--- src/rtl/addsub_pkg.sv ---
// Shared definitions for the mantissa add/subtract pipeline.
//   OP_ADD / OP_SUB   : encoding of the per-transaction op bit
//   addsub_width_ok() : elaboration-time check that the carry chain splits
//                       evenly into pipeline stages
package addsub_pkg;

  localparam logic OP_ADD = 1'b0;
  localparam logic OP_SUB = 1'b1;

  function automatic bit addsub_width_ok(input int width, input int stages);
    return (stages < 1) ? 1'b0 : ((width % stages) == 0);
  endfunction

endpackage

--- src/rtl/addsub_slice.sv ---
// One carry-chain chunk: combinational CHUNK-bit add of a and (b ^ op)
// with carry-in and carry-out. Subtraction comes from op=1 plus cin=1 on
// the lowest chunk.
//   a, b  : operand chunks
//   op    : 0 = add, 1 = subtract (inverts b)
//   cin   : carry into bit 0 of the chunk
//   sum   : chunk result
//   cout  : carry out of the chunk MSB
module addsub_slice #(
  parameter int CHUNK = 12
) (
  input  logic [CHUNK-1:0] a,
  input  logic [CHUNK-1:0] b,
  input  logic             op,
  input  logic             cin,
  output logic [CHUNK-1:0] sum,
  output logic             cout
);

  logic [CHUNK-1:0] b_x;

  assign b_x = b ^ {CHUNK{op}};
  assign {cout, sum} = {1'b0, a} + {1'b0, b_x} + {{CHUNK{1'b0}}, cin};

endmodule

--- src/rtl/mantissa_addsub_pipe.sv ---
// Pipelined two's-complement adder/subtractor for the mantissa datapath.
// The carry chain is split into STAGES registered chunks of WIDTH/STAGES
// bits; operands, op and partial sums travel with each transaction so the
// last stage presents an aligned result. A single stall signal freezes the
// whole pipe when the output is held by downstream.
//
// Optional feature macro: MAG_CORRECT_EN adds one registered stage that
// turns a borrowed difference into its magnitude and flags it on out_neg.
//
// Ports:
//   clk, rst               : clock, synchronous active-high reset
//   in_valid/in_ready      : input handshake
//   in_a, in_b, in_op      : operands and op (0 add, 1 subtract)
//   out_valid/out_ready    : output handshake
//   out_result, out_cout   : result and carry out of the MSB
//   out_neg                : result was negated to a magnitude
module mantissa_addsub_pipe
  import addsub_pkg::*;
#(
  parameter int WIDTH  = 24,
  parameter int STAGES = 2
) (
  input  logic             clk,
  input  logic             rst,
  input  logic             in_valid,
  output logic             in_ready,
  input  logic [WIDTH-1:0] in_a,
  input  logic [WIDTH-1:0] in_b,
  input  logic             in_op,
  output logic             out_valid,
  input  logic             out_ready,
  output logic [WIDTH-1:0] out_result,
  output logic             out_cout,
  output logic             out_neg
);

  localparam int CHUNK = WIDTH / STAGES;

  if (!addsub_width_ok(WIDTH, STAGES)) begin : g_bad_cfg
    $error("mantissa_addsub_pipe: STAGES must be >= 1 and divide WIDTH");
  end

  // Stage inputs (combinational) and stage output registers.
  logic [WIDTH-1:0] a_i   [0:STAGES-1];
  logic [WIDTH-1:0] b_i   [0:STAGES-1];
  logic [WIDTH-1:0] sum_i [0:STAGES-1];
  logic [WIDTH-1:0] sum_n [0:STAGES-1];
  logic [CHUNK-1:0] s_chunk [0:STAGES-1];
  logic             op_i  [0:STAGES-1];
  logic             c_i   [0:STAGES-1];
  logic             v_i   [0:STAGES-1];
  logic             co_w  [0:STAGES-1];

  logic [WIDTH-1:0] a_r   [0:STAGES-1];
  logic [WIDTH-1:0] b_r   [0:STAGES-1];
  logic [WIDTH-1:0] sum_r [0:STAGES-1];
  logic             op_r  [0:STAGES-1];
  logic             co_r  [0:STAGES-1];
  logic             v_r   [0:STAGES-1];

  logic stall;

  assign stall    = out_valid & ~out_ready;
  assign in_ready = ~stall;

  for (genvar k = 0; k < STAGES; k++) begin : g_stage
    // Bit positions this stage owns within the full-width partial sum.
    localparam logic [WIDTH-1:0] MASK =
      ((WIDTH'(1) << CHUNK) - WIDTH'(1)) << (k * CHUNK);

    if (k == 0) begin : g_head
      assign a_i[k]   = in_a;
      assign b_i[k]   = in_b;
      assign op_i[k]  = in_op;
      assign c_i[k]   = in_op;
      assign v_i[k]   = in_valid;
      assign sum_i[k] = '0;
    end else begin : g_body
      assign a_i[k]   = a_r[k-1];
      assign b_i[k]   = b_r[k-1];
      assign op_i[k]  = op_r[k-1];
      assign c_i[k]   = co_r[k-1];
      assign v_i[k]   = v_r[k-1];
      assign sum_i[k] = sum_r[k-1];
    end

    addsub_slice #(.CHUNK(CHUNK)) u_slice (
      .a    (a_i[k][k*CHUNK +: CHUNK]),
      .b    (b_i[k][k*CHUNK +: CHUNK]),
      .op   (op_i[k]),
      .cin  (c_i[k]),
      .sum  (s_chunk[k]),
      .cout (co_w[k])
    );

    assign sum_n[k] = (sum_i[k] & ~MASK) | (WIDTH'(s_chunk[k]) << (k * CHUNK));
  end

  always_ff @(posedge clk) begin
    if (rst) begin
      for (int k = 0; k < STAGES; k++) begin
        a_r[k]   <= '0;
        b_r[k]   <= '0;
        sum_r[k] <= '0;
        op_r[k]  <= 1'b0;
        co_r[k]  <= 1'b0;
        v_r[k]   <= 1'b0;
      end
    end else if (!stall) begin
      for (int k = 0; k < STAGES; k++) begin
        a_r[k]   <= a_i[k];
        b_r[k]   <= b_i[k];
        sum_r[k] <= sum_n[k];
        op_r[k]  <= op_i[k];
        co_r[k]  <= co_w[k];
        v_r[k]   <= v_i[k];
      end
    end
  end

`ifdef MAG_CORRECT_EN
  localparam logic [WIDTH-1:0] ONE_W = WIDTH'(1);

  logic [WIDTH-1:0] res_q;
  logic             cout_q;
  logic             neg_q;
  logic             valid_q;

  // A subtract with no carry out borrowed: present |A-B| instead of the
  // wrapped two's-complement value.
  always_ff @(posedge clk) begin
    if (rst) begin
      res_q   <= '0;
      cout_q  <= 1'b0;
      neg_q   <= 1'b0;
      valid_q <= 1'b0;
    end else if (!stall) begin
      valid_q <= v_r[STAGES-1];
      cout_q  <= co_r[STAGES-1];
      if ((op_r[STAGES-1] == OP_SUB) && !co_r[STAGES-1]) begin
        res_q <= ~sum_r[STAGES-1] + ONE_W;
        neg_q <= 1'b1;
      end else begin
        res_q <= sum_r[STAGES-1];
        neg_q <= 1'b0;
      end
    end
  end

  assign out_valid  = valid_q;
  assign out_result = res_q;
  assign out_cout   = cout_q;
  assign out_neg    = neg_q;
`else
  assign out_valid  = v_r[STAGES-1];
  assign out_result = sum_r[STAGES-1];
  assign out_cout   = co_r[STAGES-1];
  assign out_neg    = 1'b0;
`endif

endmodule

--- config.mk ---
export PLATFORM = sky130hd
export DESIGN_NAME = mantissa_addsub_pipe
export DESIGN_NICKNAME = d
export VERILOG_FILES = /design/src/rtl/addsub_pkg.sv /design/src/rtl/addsub_slice.sv /design/src/rtl/mantissa_addsub_pipe.sv
export SDC_FILE = /design/constraint.sdc
export NUM_CORES = 1
export LEC_CHECK = 0
export CAP_MARGIN = 0
export CORE_MARGIN = 3
export CORE_UTILIZATION = 44
export CTS_BUF_LIST = sky130_fd_sc_hd__clkbuf_16
export CTS_CLUSTER_SIZE = 12
export DETAILED_ROUTE_END_ITERATION = 8
export GPL_ROUTABILITY_DRIVEN = 0
export GPL_TIMING_DRIVEN = 0
export HOLD_SLACK_MARGIN = 0.06
export MAX_ROUTING_LAYER = met4
export PLACE_DENSITY = 0.74
export SLEW_MARGIN = 20
export SYNTH_ARGS = -nofsm -noshare
export SYNTH_HDL_FRONTEND = slang
export SYNTH_SLANG_ARGS = --single-unit
--- constraint.sdc ---
create_clock -name clk -period 2.8 [get_ports clk]
set_clock_uncertainty 0.15 [all_clocks]
set_input_delay 0.84 -clock clk [delete_from_list [all_inputs] [get_ports clk]]
set_output_delay 0.84 -clock clk [all_outputs]
set_load 0.05 [all_outputs]
### Word-level counts from Yosys, hierarchy flattened

Memories as Yosys holds them, arrays and structs flattened.
Cells that the tools add are included.

* $add $sub $neg: 4
* multipliers: 0
* divide/modulo/power cells: 0
* magnitude comparators: 0
* equal/unequal tests: 0
* shift-type cells: 0
* multiplexer cells: 17
* bitwise logic cells: 18
* reductions and logical operators: 0

Operator list (number)
* two-way mux 24 bit: 6
* adder 12 x 12 -> 13 bit: 2
* adder 13 x 1 -> 13 bit: 2
* bitwise OR 12 x 24 -> 24 bit: 1
* XOR 12 bit: 2
* bitwise OR 1 bit: 12
* two-way mux 1 bit: 11
* inverter 1 bit: 2
* AND 1 bit: 1

* register bits after elaboration: 0
* latch bits: 0
* memory bits (writable): 150
* memory bits (read-only): 0
* bits of input ports: 53
* output and inout bits: 28
* word-level logic and storage cells: 45
* memories: 6

Memories
* a_r: words 2, width 24, rd ports 1, clocked after memory_dff 0, wr ports 2, line mantissa_addsub_pipe.sv:54 `logic [WIDTH-1:0] a_r [0:STAGES-1];`
* b_r: words 2, width 24, rd ports 1, clocked after memory_dff 0, wr ports 2, line mantissa_addsub_pipe.sv:55 `logic [WIDTH-1:0] b_r [0:STAGES-1];`
* sum_r: words 2, width 24, rd ports 2, clocked after memory_dff 0, wr ports 2, line mantissa_addsub_pipe.sv:56 `logic [WIDTH-1:0] sum_r [0:STAGES-1];`
* co_r: words 2, width 1, rd ports 2, clocked after memory_dff 0, wr ports 2, line mantissa_addsub_pipe.sv:58 `logic co_r [0:STAGES-1];`
* op_r: words 2, width 1, rd ports 1, clocked after memory_dff 0, wr ports 2, line mantissa_addsub_pipe.sv:57 `logic op_r [0:STAGES-1];`
* v_r: words 2, width 1, rd ports 2, clocked after memory_dff 0, wr ports 2, line mantissa_addsub_pipe.sv:59 `logic v_r [0:STAGES-1];`

### Depth between registers and ports, before layout

Gate-level depths: netlist of run 1.

* depth in word-level cells: 6
* mapped depth: 10

### Hierarchy

A second synthesis of run 1 with hierarchy kept.

* cell total of the unflattened synthesis: 345
* area total of the unflattened synthesis: 4236.6 µm²

By module, submodules not included
* mantissa_addsub_pipe: instances 1, cells each 149, area an instance 2732.6 µm²
* addsub_slice (g_stage[0].u_slice): instances 1, cells each 100, area an instance 759.5 µm²
* addsub_slice (g_stage[1].u_slice): instances 1, cells each 96, area an instance 744.5 µm²

### Worst setup path before layout of run 1

OpenSTA, ideal clock, no wires.

* kind: input-to-reg
* start point: input port in_op
* end point: memory sum_r[0][10] (data pin)
* library setup time: 0.266 ns
* data arrival time: 2.620 ns
* setup slack: -0.236 ns
* stages on the path: 9
* buffers on the path: 1
* cell sequence: buf_1 xor2_1 ha_1 nor2b_1 o2111ai_1 nand3_1 a41oi_1 xor2_1 nor2_1

RTL lines
* start, declared: line mantissa_addsub_pipe.sv:29 `input logic in_op,`
* end, declared: line mantissa_addsub_pipe.sv:56

==> results of run 1 <==
==> power by group through the flow <==
stage	clock network, mW	registers (mW)	logic (mW)
after global routing	1.11	1.27	1.09
after global placement	0	1.27	0.878
after floorplan	0	1.48	0.407
final	1.06	1.26	1.01
after CTS	1.07	1.26	0.937
after detailed placement	0	1.27	0.895
==> worst max-delay path, cell delays in order (launching register included) <==
cell      delay (ns)
edfxtp_1        0.41
buf_8           0.17
xnor2_4         0.14
fa_2            0.37
fa_2            0.38
nor2b_4         0.17
o31ai_4         0.08
a21oi_2         0.21
or4_4           0.16
and3_1          0.16
nor3_2          0.04
==> cells in the final DEF, fill, tap and decap left out, types with 2 or more instances in the layout <==
cell type / count
a211oi_1: 3
dlymetal6s2s_1: 5
clkdlybuf4s50_1: 70
fa_2: 3
nand2b_1: 5
o21a_1: 5
nand2_1: 7
nor2_1: 22
xor2_2: 3
inv_1: 11
a21o_1: 8
clkinv_2: 3
xor2_1: 26
and2_1: 39
a21oi_1: 9
dlygate4sd2_1: 2
nor3_1: 5
and3_1: 3
a21oi_2: 2
o21ai_0: 9
nor2b_1: 3
nor2b_4: 2
ha_4: 2
o21bai_1: 2
edfxtp_1: 65
buf_4: 20
xnor2_1: 6
ha_1: 20
clkbuf_1: 6
clkbuf_16: 9
nand3_1: 5
==> flip-flops by register name (all words and copies together) (netlist names) <==
name   cells
v_r        2
op_r       1
co_r       2
b_r       12
a_r       12
sum_r     36
==> path summary, 6_finish.rpt <==
check,to,slack (ns),from,cells past startpoint
max,sum_r[0][46],0.09,op_r[0],10
min,sum_r[0][29],0.37,sum_r[0][5],1
max reg2reg,sum_r[0][46],0.09,op_r[0],10
min reg2reg,sum_r[0][29],0.37,sum_r[0][5],1
==> cell type report <==
cell class	instances	area [um^2]
Multi-Input combinational cell	215	1740
Sequential cell	65	1950
Inverter	9	33.8
Clock inverter	6	52.6
Fill cell	621	2730
Clock buffer	9	225
Buffer	9	65.1
Timing Repair Buffer	97	928
Tap cell	102	128
==> logic make-up (layout without fill, tap and decap cells) <==
family | Yosys count | after routing | share of synthesized area
AND/OR/NAND/NOR | 99 | 99 | 0.153
flip-flops | 65 | 65 | 0.543
AO/OA/AOI/OAI | 53 | 53 | 0.0992
XOR/XNOR | 36 | 36 | 0.0877
adder cells (fa/ha/maj) | 25 | 25 | 0.0933
buffers and inverters | 18 | 130 | 0.0198
other | 1 | 1 | 0.00104
multiplexers | 1 | 1 | 0.00278
==> repair_timing <==
| item | 4_1_cts | 5_1_grt |
|---|---|---|
| hold buffers | 0 | 0 |
| buffers inserted | 7 | 11 |
| endpoints found under the setup margin | 15 | 12 |
| hold endpoints to repair | 0 | 0 |
| pin swaps | 14 | 14 |
| resized for setup | 29 | 26 |
==> routing by layer <==
layer	GRT usage	up-vias
met5	-	-
met4	0.0946	0
met3	0.0310	16
met2	0.296	90
met1	0.221	1224
li1	-	1282
==> Yosys cell counts, types with 4 or more instances <==
cell type	count
a21oi_1	10
o21ai_0	11
inv_1	9
and2_1	39
nand2_1	7
clkbuf_1	6
a211oi_1	4
xor2_1	29
nor2_1	22
nor3_1	5
nor2b_1	4
nand2b_1	5
nand3_1	6
xnor2_1	7
o21a_1	6
edfxtp_1	65
a21o_1	8
ha_1	22
==> run_results.csv, run 1 <==
group,metric,value,unit
sta,tightest_slew,0.860,ns
clock_tree,clk_pin_slew,0.05,ns
logic_synthesis,synth-async-reset-ratio,0,
sta,hold_viol,0,
place,place_ws,-0.929,ns
die,dieWidth,96.4,um
logic_synthesis,seq_area_frac_synth,0.543,
job,drv_cap,0,
route,drc_errors,0,
clock_tree,clockBufferDepth,2,
final_layout,layoutNonFillerInstCount,512,
logic_synthesis,yosysWarningCount,0,
final_layout,drive_above_1_share,0.156,
pwr,p_leak,2.17,nW
sta,relSlewSlack,0.427,
clock_tree,cts_root_buf,"clkbuf_16",
pwr,power.density,648,nW/um^2
sta,setup_viol,0,
pwr,ir_drop,0.000318,V
grt,grt_max_degree,66,
sta,fin_tns_setup,0,ns
die,rows,32,
logic_synthesis,synth_edf_count,65,
place,portBuffers,79,
route,dr_wl_met2,3980,um
clock_tree,cts_num_sinks,65,
grt,grt_pass1_wl,12300,um
sta,fin_hold_ws,0.367,ns
sta,slew_violations,0,
die,die_h,96.4,um
final_layout,post-route-util,0.653,
route,vias_per_cell,5.10,
critical_path,critPathRequiredTime,2.71,ns
place,dp_hpwl,5170,um
pwr,p_total,3.32,mW
grt,grtUsageTotal,0.183,
route,met3_length,359,um
route,vias,2612,
logic_synthesis,yosysUniqueCellTypes,43,
die,dieArea,9290,um^2
pwr,p_clk_frac,0.319,
clock_tree,tritoncts,"yes",
logic_synthesis,synth_top_area_cell,"edfxtp_1",
status,status,"finished, final reports clean",
sta,fin_crit,2.71,ns
logic_synthesis,synth_area_per_cell,12.1,um^2
critical_path,path_class,"reg2reg",
route,avgRoutedWirePerCell,15.1,um
clock_tree,cts_made_buffers,9,
grt,grt_pass1_vias,2593,
route,top_layer_used,"met4",
logic_synthesis,synth_area,3590,um^2
place,placedCellCount,479,
die,core_area,7850,um^2
pwr,combPwrFrac,0.303,
critical_path,worstPathMaxFanout,6,
hold_path,hold_class,"reg2reg",
route,drt_first_pass_iters,4,
route,routed_wl,7730,um
logic_synthesis,synth.area.top_cells,"edfxtp_1 (54%), ha_1 (7.7%), xor2_1 (7.1%)",
final_layout,syn2layout_area_growth,42.5,%
pwr,internal_power,2.33,mW
logic_synthesis,synth_cells,298,
logic_synthesis,syn-num-nets,376,
final_layout,final_area,5120,um^2
clock_tree,htree_levels,3,
sta,fmaxAchievable,368,MHz
die,io_pins,81,
logic_synthesis,synth.ff_latch_count,65,
sta,period_share,0.969,
sta,fin_ws,0.0859,ns
route,drt_iter0_markers,103,
final_layout,diodes,0,
critical_path,cp-end-kind,"flip-flop",
route,postRouteAntennaNets,0,
die,start_util,0.458,
logic_synthesis,synth_top_area_frac,0.543,
pwr,p_seq_frac,0.378,
clock_tree,clk_latency,0.33,ns
critical_path,crit_arrival,2.62,ns
pwr,p_switching,0.992,mW
logic_synthesis,synth_ff_type,"edfxtp_1",
route,met1_length,3210,um
grt,overflow,0,
place,postPlaceCellArea,4530,um^2
critical_path,start_kind,"flip-flop",
pwr,p_sw_frac,0.299,
grt,antenna_found_initial,0,
final_layout,fin_nets,484,
No activity file was read; power rests on OpenSTA's default activity.
==> run 2, diff against run 1 <==
--- a/config.mk
+++ b/config.mk
@@ -12,7 +12,6 @@
 export CTS_CLUSTER_SIZE = 12
 export DETAILED_ROUTE_END_ITERATION = 8
 export GPL_ROUTABILITY_DRIVEN = 0
-export GPL_TIMING_DRIVEN = 0
 export HOLD_SLACK_MARGIN = 0.06
 export MAX_ROUTING_LAYER = met4
 export PLACE_DENSITY = 0.74
==> run 2 against run 1 <==
  * Via count shrank 0.11%
  * Clock power is essentially flat
  * Highest routed layer unchanged
  * Largest power group unchanged
  * Non-clock buffer count grew 6
  * Final cell count grew 1.4%
  * Maximum frequency shrank 0.89%
  * Worst hold slack lost 0.0058 ns
==> run_results.csv, run 2 (synthesis results as in run 1) <==
group,metric,value,unit
pwr,ir_drop,0.000276,V
pwr,p_seq_frac,0.376,
final_layout,fin_nets,490,
sta,hold_viol,0,
die,start_util,0.458,
final_layout,drive_above_1_share,0.185,
final_layout,final_common_cell,"clkdlybuf4s50_1",
sta,fmaxAchievable,365,MHz
critical_path,path_class,"in2reg",
sta,fin_crit,2.74,ns
hold_path,hold_class,"reg2reg",
route,drt_first_pass_iters,5,
critical_path,critPathRequiredTime,2.71,ns
job,drv_cap,0,
grt,overflow,0,
sta,fin_tns_setup,0,ns
final_layout,syn2layout_area_growth,43.9,%
critical_path,startpoint,"in_b[6]",
final_layout,largest_register_ffs,36,
hold_path,min_delay_path_depth,1,
die,dieArea,9290,um^2
grt,grtUsageTotal,0.177,
route,postRouteAntennaNets,0,
clock_tree,cts_made_buffers,9,
die,io_pins,81,
place,portBuffers,79,
final_layout,diodes,0,
pwr,p_sw_frac,0.296,
critical_path,start_kind,"input pin",
sta,fin_hold_ws,0.361,ns
sta,tightest_slew,0.506,ns
pwr,p_leak,2.21,nW
route,vias_per_cell,5.03,
clock_tree,cts_num_sinks,65,
grt,antenna_found_initial,0,
grt,grt_pass1_wl,12000,um
die,rows,32,
pwr,combPwrFrac,0.306,
critical_path,r2r_start,"op_r[0]",
route,avgRoutedWirePerCell,14.7,um
place,postPlaceCellArea,4730,um^2
status,status,"finished, final reports clean",
final_layout,num-fill-cells,619,
critical_path,timing.rr.end,"sum_r[0][46]",
hold_path,holdPathEnd,"sum_r[0][31]",
critical_path,crit_arrival,2.65,ns
clock_tree,clk_pin_slew,0.06,ns
critical_path,rr_worst_depth,9,
critical_path,worstPathMaxFanout,3,
pwr,p_switching,0.989,mW
sta,slew_violations,0,
final_layout,regMostFlops,"sum_r",
route,vias,2609,
sta,relSlewSlack,0.661,
die,core_area,7850,um^2
critical_path,crit_buf_inv,1,
clock_tree,clk_latency,0.32,ns
pwr,internal_power,2.35,mW
critical_path,cp_cell_sequence,"clkdlybuf4s50_1 -> xor2_1 -> ha_1 -> a21o_1 -> a21o_1 -> a221oi_2 -> xor2_1 -> nor2_1",
pwr,p_clk_frac,0.318,
die,dieWidth,96.4,um
final_layout,top_regs,"sum_r (36), a_r (12), b_r (12)",
sta,setup_viol,0,
critical_path,regToRegSetupSlack,0.08,ns
pwr,power.density,646,nW/um^2
route,drt_iter0_markers,140,
hold_path,hold_start,"sum_r[0][7]",
critical_path,cpPeakStageDelay,0.47,ns
sta,period_share,0.978,
clock_tree,cts_root_buf,"clkbuf_16",
critical_path,path_delay_family,"compound AO/OA/AOI/OAI gates",
clock_tree,tritoncts,"yes",
critical_path,cp-end-kind,"flip-flop",
grt,grt_pass1_vias,2574,
die,die_h,96.4,um
route,routed_wl,7640,um
final_layout,final_area,5170,um^2
route,drc_errors,0,
place,dp_hpwl,5300,um
clock_tree,clockBufferDepth,2,
grt,grt_max_degree,66,
critical_path,cp_slowest_cell,"clkdlybuf4s50_1",
final_layout,post-route-util,0.659,
final_layout,mostFrequentLayoutCells,"clkdlybuf4s50_1 (72), edfxtp_1 (65), and2_1 (39)",
clock_tree,htree_levels,3,
run 2: changes by cell type in the layout (fill, tap and decap cells not counted), sizes merged:
cell | before | now
inv | 11 | 10
clkinv | 3 | 4
clkdlybuf4s50 | 70 | 72
dlymetal6s2s | 5 | 2
clkinvlp | 0 | 1
dlygate4sd2 | 2 | 3
buf | 23 | 35
clkbuf | 15 | 9
run 2: worst max path at each step:
stage / to / slack [ns] / cells past startpoint
floorplan: sum_r[0][10] / -0.02 / 9
finish: sum_r[0][9] / 0.06 / 8
CTS: co_r[0][1] / 0.003 / 9
global route: sum_r[0][11] / -0.03 / 9
global placement: sum_r[0][11] / -0.60 / 10
detailed placement: sum_r[0][11] / -0.67 / 10
run 2: stage by stage:
stage | instances | worst slack [ns] | total power, mW
6_report | 519 | 0.0615 | 3.34
5_1_grt | 519 | -0.0265 | 3.50
4_1_cts | 518 | 0.00312 | 3.34
3_5_place_dp | 497 | -0.671 | 2.23
3_3_place_gp | 497 | -0.602 | 2.21
2_1_floorplan | 298 | -0.0249 | 1.88
run 2: power by group through the flow:
stage | clock network, mW | logic, mW | registers (mW)
final | 1.06 | 1.02 | 1.25
after global routing | 1.13 | 1.10 | 1.27
after CTS | 1.09 | 0.998 | 1.26
after detailed placement | 0 | 0.959 | 1.27
after global placement | 0 | 0.935 | 1.27
after floorplan | 0 | 0.407 | 1.48
run 2: repair_timing:
| item | CTS | global route |
|---|---|---|
| hold buffers | 0 | 0 |
| setup endpoints to repair | 9 | 9 |
| pin swaps | 9 | 15 |
| setup buffers | 5 | 1 |
| hold endpoints to repair | 0 | 0 |
| gates resized for setup | 21 | 16 |
run 2: per-layer routing:
layer  track usage  routed length [um]  up-vias  share of wire
li1              -                   -     1297              -
met1         0.206                3080     1220           0.40
met2         0.304                4070       84           0.53
met3        0.0325                 393        8          0.051
met4        0.0678                  96        0          0.013
met5             -                   0        -              0
run 2: cell type report:
class | instances | area, um^2 | area share
repair buffers | 112 | 1090 | 0.210
flip-flops and latches | 65 | 1950 | 0.377
clock buffers | 9 | 225 | 0.0435
inverters | 9 | 33.8 | 0.00653
clock inverters | 7 | 62.6 | 0.0121
well taps | 102 | 128 | 0.0247
multi-input cells | 215 | 1690 | 0.326
run 2: worst reg2reg max path, stage by stage (launching register included):
cell      delay [ns]
edfxtp_1        0.48
xnor2_1         0.23
fa_2            0.26
fa_2            0.23
nor2b_4         0.05
o31ai_2         0.26
a21oi_2         0.11
or4_1           0.43
a21oi_1         0.21
nor3_2          0.05
==> run 3, diff against run 2 <==
--- a/config.mk
+++ b/config.mk
@@ -5,7 +5,7 @@
 export SDC_FILE = /design/constraint.sdc
 export NUM_CORES = 1
 export LEC_CHECK = 0
-export CAP_MARGIN = 0
+export CAP_MARGIN = 20
 export CORE_MARGIN = 3
 export CORE_UTILIZATION = 44
 export CTS_BUF_LIST = sky130_fd_sc_hd__clkbuf_16
==> results of run 3 <==
The final DEF is identical to that of run 2; final timing and power are the same.
